File: src/rtl/shift_seq_pkg.sv
// shift_seq_pkg: shared op codes, FSM states and default word size for the shift sequencer
package shift_seq_pkg;
  localparam int DEFAULT_WORD_SIZE = 8;
  typedef enum logic [2:0] {
    SHL = 3'b000,
    SHR = 3'b001,
    ROL = 3'b010,
    ROR = 3'b011,
    ASR = 3'b100
  } op_t;
  typedef enum logic [1:0] {
    IDLE = 2'd0,
    RUN  = 2'd1,
    DONE = 2'd2
  } state_t;
endpackage

File: src/rtl/shift_step_unit.sv
// shift_step_unit: combinational single-bit shift/rotate step
//   word      - current working word
//   op        - operation (SHL/SHR/ROL/ROR/ASR)
//   next_word - word after one step
//   out_bit   - bit leaving the word on this step
//   msb_chg   - MSB differs between word and next_word
// Build option SHIFT_SEQ_ARITH_SHIFT_EN: op ASR replicates the MSB; otherwise it behaves as SHR.
module shift_step_unit
  import shift_seq_pkg::*;
#(
  parameter int WORD_SIZE = DEFAULT_WORD_SIZE
) (
  input  logic [WORD_SIZE-1:0] word,
  input  op_t                  op,
  output logic [WORD_SIZE-1:0] next_word,
  output logic                 out_bit,
  output logic                 msb_chg
);
  logic fill;
`ifdef SHIFT_SEQ_ARITH_SHIFT_EN
  assign fill = (op == ASR) & word[WORD_SIZE-1];
`else
  assign fill = 1'b0;
`endif
  assign next_word = (op == SHL) ? {word[WORD_SIZE-2:0], 1'b0} :
                     (op == ROL) ? {word[WORD_SIZE-2:0], word[WORD_SIZE-1]} :
                     {(op == ROR) ? word[0] : fill, word[WORD_SIZE-1:1]};
  assign out_bit = (op == SHL || op == ROL) ? word[WORD_SIZE-1] : word[0];
  assign msb_chg = next_word[WORD_SIZE-1] ^ word[WORD_SIZE-1];
endmodule

File: src/rtl/shift_sequencer.sv
// shift_sequencer: multi-cycle shift/rotate sequencer, one single-bit step per clock
//   clk, reset (async, active-low)
//   start, op, amount, data_in - request, captured in IDLE
//   busy  - operation in flight
//   done  - one-cycle completion strobe
//   data_out, zero/carry/overflow_flag_out - registered result, held until next completion
// Build option SHIFT_SEQ_ARITH_SHIFT_EN: op 100 is arithmetic right shift, else logical.
module shift_sequencer
  import shift_seq_pkg::*;
#(
  parameter int WORD_SIZE = DEFAULT_WORD_SIZE,
  parameter int AMT_W     = $clog2(WORD_SIZE) + 1
) (
  input  logic                 clk,
  input  logic                 reset,
  input  logic                 start,
  input  logic [2:0]           op,
  input  logic [AMT_W-1:0]     amount,
  input  logic [WORD_SIZE-1:0] data_in,
  output logic                 busy,
  output logic                 done,
  output logic [WORD_SIZE-1:0] data_out,
  output logic                 zero_flag_out,
  output logic                 carry_flag_out,
  output logic                 overflow_flag_out
);
  state_t               state;
  logic [WORD_SIZE-1:0] work, next_word;
  logic [2:0]           op_q;
  logic [AMT_W-1:0]     cnt;
  logic                 ovf, out_bit, msb_chg, ovf_next;
  shift_step_unit #(.WORD_SIZE(WORD_SIZE)) u_step (
    .word     (work),
    .op       (op_t'(op_q)),
    .next_word(next_word),
    .out_bit  (out_bit),
    .msb_chg  (msb_chg)
  );
  // overflow only accumulates for left shifts and is sticky across steps
  assign ovf_next = ovf | ((op_q == SHL) & msb_chg);
  assign busy     = state == RUN;
  assign done     = state == DONE;
  always_ff @(posedge clk or negedge reset) begin
    if (!reset) begin
      state             <= IDLE;
      work              <= '0;
      op_q              <= '0;
      cnt               <= '0;
      ovf               <= 1'b0;
      data_out          <= '0;
      zero_flag_out     <= 1'b0;
      carry_flag_out    <= 1'b0;
      overflow_flag_out <= 1'b0;
    end else begin
      case (state)
        IDLE: if (start) begin
          work <= data_in;
          op_q <= op;
          cnt  <= amount;
          ovf  <= 1'b0;
          // nothing to iterate: complete at once with the operand unchanged
          if (amount == '0 || op > ASR) begin
            state             <= DONE;
            data_out          <= data_in;
            zero_flag_out     <= data_in == '0;
            carry_flag_out    <= 1'b0;
            overflow_flag_out <= 1'b0;
          end else begin
            state <= RUN;
          end
        end
        RUN: begin
          work <= next_word;
          cnt  <= cnt - AMT_W'(1);
          ovf  <= ovf_next;
          if (cnt == AMT_W'(1)) begin
            state             <= DONE;
            data_out          <= next_word;
            zero_flag_out     <= next_word == '0;
            carry_flag_out    <= out_bit;
            overflow_flag_out <= ovf_next;
          end
        end
        default: state <= IDLE;
      endcase
    end
  end
endmodule

File: config.mk
export PLATFORM = sky130hd
export DESIGN_NAME = shift_sequencer
export DESIGN_NICKNAME = d
export VERILOG_FILES = /design/src/rtl/shift_seq_pkg.sv /design/src/rtl/shift_step_unit.sv /design/src/rtl/shift_sequencer.sv
export SDC_FILE = /design/constraint.sdc
export NUM_CORES = 1
export LEC_CHECK = 0
export CORE_MARGIN = 5
export CORE_UTILIZATION = 51
export CTS_CLUSTER_DIAMETER = 150
export CTS_CLUSTER_SIZE = 20
export DETAILED_ROUTE_END_ITERATION = 8
export GPL_ROUTABILITY_DRIVEN = 0
export PLACE_DENSITY = 0.79
export SYNTH_ARGS = -nofsm -noshare
export SYNTH_HDL_FRONTEND = slang
export SYNTH_SLANG_ARGS = --single-unit
export TNS_END_PERCENT = 30
File: constraint.sdc
create_clock -name clk -period 2.7 [get_ports clk]
set_clock_uncertainty 0.1 [all_clocks]
set_input_delay 0.27 -clock clk [delete_from_list [all_inputs] [get_ports clk]]
set_output_delay 0.27 -clock clk [all_outputs]
set_load 0.03 [all_outputs]
==> metrics <==
post-cts sizing count=0; critical path class=reg2out; Cells after Synth=146; Longest Clk Path Bufs=2; PortBufs=30; Antenna Cells=0; vias in the first global route=between 1000 and 1500; worst-skew pair later-pin latency=around 0.33 ns; Slew @ Worst Pin=~0.44 ns; Row Count=20; detailed placer's ending HPWL=roughly 2500 um; ANT nets after route=0; Pint=approximately 1.3 mW; Comb pwr share=between 50% and 60%; via count=1252; Leak=0.822 nW; share of layout cells above drive strength 1=between 10% and 20%; sequential power share=a little under two fifths; Hold Path Class=in2async; first-pass GRT wire length=approximately 6000 um; syn nets=~170; CP max-delay cell=clkdlybuf4s50_1; TritonCTS Buffers=5; Max-Cap Viols=0; core area=0.00300 mm^2; fmax=about 440 MHz; Final WS setup=0.443 ns; top cell type by total area after synthesis=dfrtp_1; Via density=~5.9; Total Die Area=between 0.004 and 0.005 mm^2; hold buffer count at CTS=0; Synth area leaders=dfrtp_1, mux2_2, mux2_4, mux2i_1, o21ai_0; P&R area growth vs syn=23.4%; Max VDD drop=around 0.69 mV; crit-path max FO=9; global route total overflow=0; Synth cell types=36; Final Hold Fails=0; Pre-antenna DRT Iters=4; final setup fails=0; clock tree sinks=29; launch point of the worst reg-to-reg path=cnt[1]; Worst Path Required=between 2 and 2.5 ns; power density over the cells=roughly 1200 mW/mm^2; post-CTS setup buffer count=0; GRT Total Usage=between 10% and 20%; DRC Markers=0; initial core utilization=52.1%; syn_area_per_cell=between 10 and 15 um^2; asr flop ratio synth=100%; Slew Limit Fails=0; Rel. slew slack=approximately 71%; number of synthesized flops with an enable pin=0; chip width=65.4 um; run status=completed; Die Ht=around 65 um; flop2flop setup slack=around 0.46 ns; Setup TNS=0 ns; sequential share of the synthesized area=46.4%; predominant post-synthesis flop cell=dfrtp_1; dpl ws=0.258 ns; Total Wirelength=3510 um; switching part of the total=between 40% and 50%; Root Driver=clkbuf_4; min cycle time layout=approximately 2.3 ns; Synth Register Bits=29; clock power share=10.9%; Placed Area=between 0.0015 and 0.002 mm^2; initial antenna violation count=0; reg2reg path depth=6; CTS tree=built; Worst Setup Start Kind=flip-flop; fill count=around 250; mean routed wirelength per cell=approximately 17 um; Setup crit end kind=output port; switching power=about 1 mW; First DRT Iteration DRCs=83; CP peak stage delay=a little over 0.7 ns; final instance area=~0.0019 mm^2; Total Power=~2.3 mW; post-synth top area share=~46%; crit share post-route=between 80% and 90%; IO Pins=31; RSZ-0062 raised after global routing=no; worst reg2reg endpoint=data_out[2]; largest net degree at the start of global routing=30; H-tree levels=2; fin nets=198; CP arrival=about 1.9 ns; sequence of cells on the critical path=nand2b_1, inv_1, clkdlybuf4s50_1; clock-pin slew on the worst setup and hold paths=~0.10 ns; synth warn=0; Netlist Area Pre-Place=between 0.0015 and 0.002 mm^2
routing by layer:
layer	global-route usage (%)	up-vias	wire (um)
li1	-	596	-
met1	22.6	616	1570
met2	30.5	33	1690
met3	6.15	7	179
met4	9.07	0	65
met5	0	-	0
through the flow:
step                instances  utilization [%]  hold WS [ns]
global route              212             64.3         0.250
detailed placement        204             62.6         0.370
CTS                       212             64.3         0.212
finish                    212             64.3         0.205
floorplan                 146                -        -0.126
global placement          204             62.6         0.365
cells in the final DEF (no fill, tap or decap), types with 2 or more instances in the layout:
cell,count
a21oi_1,8
inv_1,7
clkinv_2,2
nand2b_1,3
nand3_1,4
o21ai_0,16
mux2i_1,8
o22ai_1,4
mux2_2,11
dfrtp_1,29
nor2_1,5
nor4_1,4
clkbuf_4,5
nand2_1,11
nor3_1,2
ha_1,2
mux2_4,6
clkdlybuf4s50_1,30
buf_4,3
area by class of cell:
| class | instances | area [um^2] | share of cell area [%] |
|---|---|---|---|
| multi-input cells | 102 | 764 | 39.6 |
| flip-flops and latches | 29 | 726 | 37.6 |
| repair buffers | 33 | 323 | 16.7 |
| clock buffers | 6 | 41.3 | 2.14 |
| well taps | 33 | 41.3 | 2.14 |
| inverters | 7 | 26.3 | 1.36 |
| clock inverters | 2 | 10.0 | 0.518 |
cells in the mapped netlist (2+ instances only):
master,instances
dfrtp_1,29
o21ai_0,16
mux2_2,11
nand2_1,11
a21oi_1,8
mux2i_1,8
inv_1,7
mux2_4,6
clkbuf_1,5
nor2_1,5
nand3_1,4
nor4_1,4
o22ai_1,4
nand2b_1,3
buf_2,2
ha_1,2
nor3_1,2
registers in the layout, indices dropped and copies added, names as in the netlist:
signal,cells
state,2
cnt,4
work,8
overflow_flag_out,1
data_out,8
carry_flag_out,1
ovf,1
zero_flag_out,1
op_q,3
how the worst max path moves through the flow:
stage	start	endpoint	slack, ns
2_1_floorplan	cnt[1]	carry_flag_out	0.66
3_3_place_gp	amount[2]	data_out[2]	0.32
3_5_place_dp	amount[2]	data_out[2]	0.26
4_1_cts	state[0]	busy	0.45
5_1_grt	cnt[1]	data_out[1]	0.37
6_report	state[0]	busy	0.44
cell families after synthesis:
| group | Yosys count | synth area share [%] |
|---|---|---|
| AOI/OAI and AO/OA | 40 | 16.4 |
| DFF | 29 | 46.4 |
| muxes | 25 | 18.8 |
| and+or+nand+nor | 34 | 11.5 |
| buffers and inverters | 15 | 4.80 |
| adders and majority gates | 2 | 1.60 |
| xor gates and xnor gates | 1 | 0.560 |
worst max-delay path, delay by kind of cell, from the launching register on:
kind | cells | cell delay (ns)
buf+inv | 2 | 0.93
flops | 1 | 0.51
simple gates | 1 | 0.12
power groups by stage:
stage	Clock (mW)	Combinational [mW]	Sequential, mW
after floorplan	0	0.784	0.946
after global placement	0	1.17	0.888
after detailed placement	0	1.20	0.894
after CTS	0.262	1.20	0.891
after global routing	0.287	1.29	0.934
final	0.255	1.19	0.899
Power figures use the tool's default switching activity.
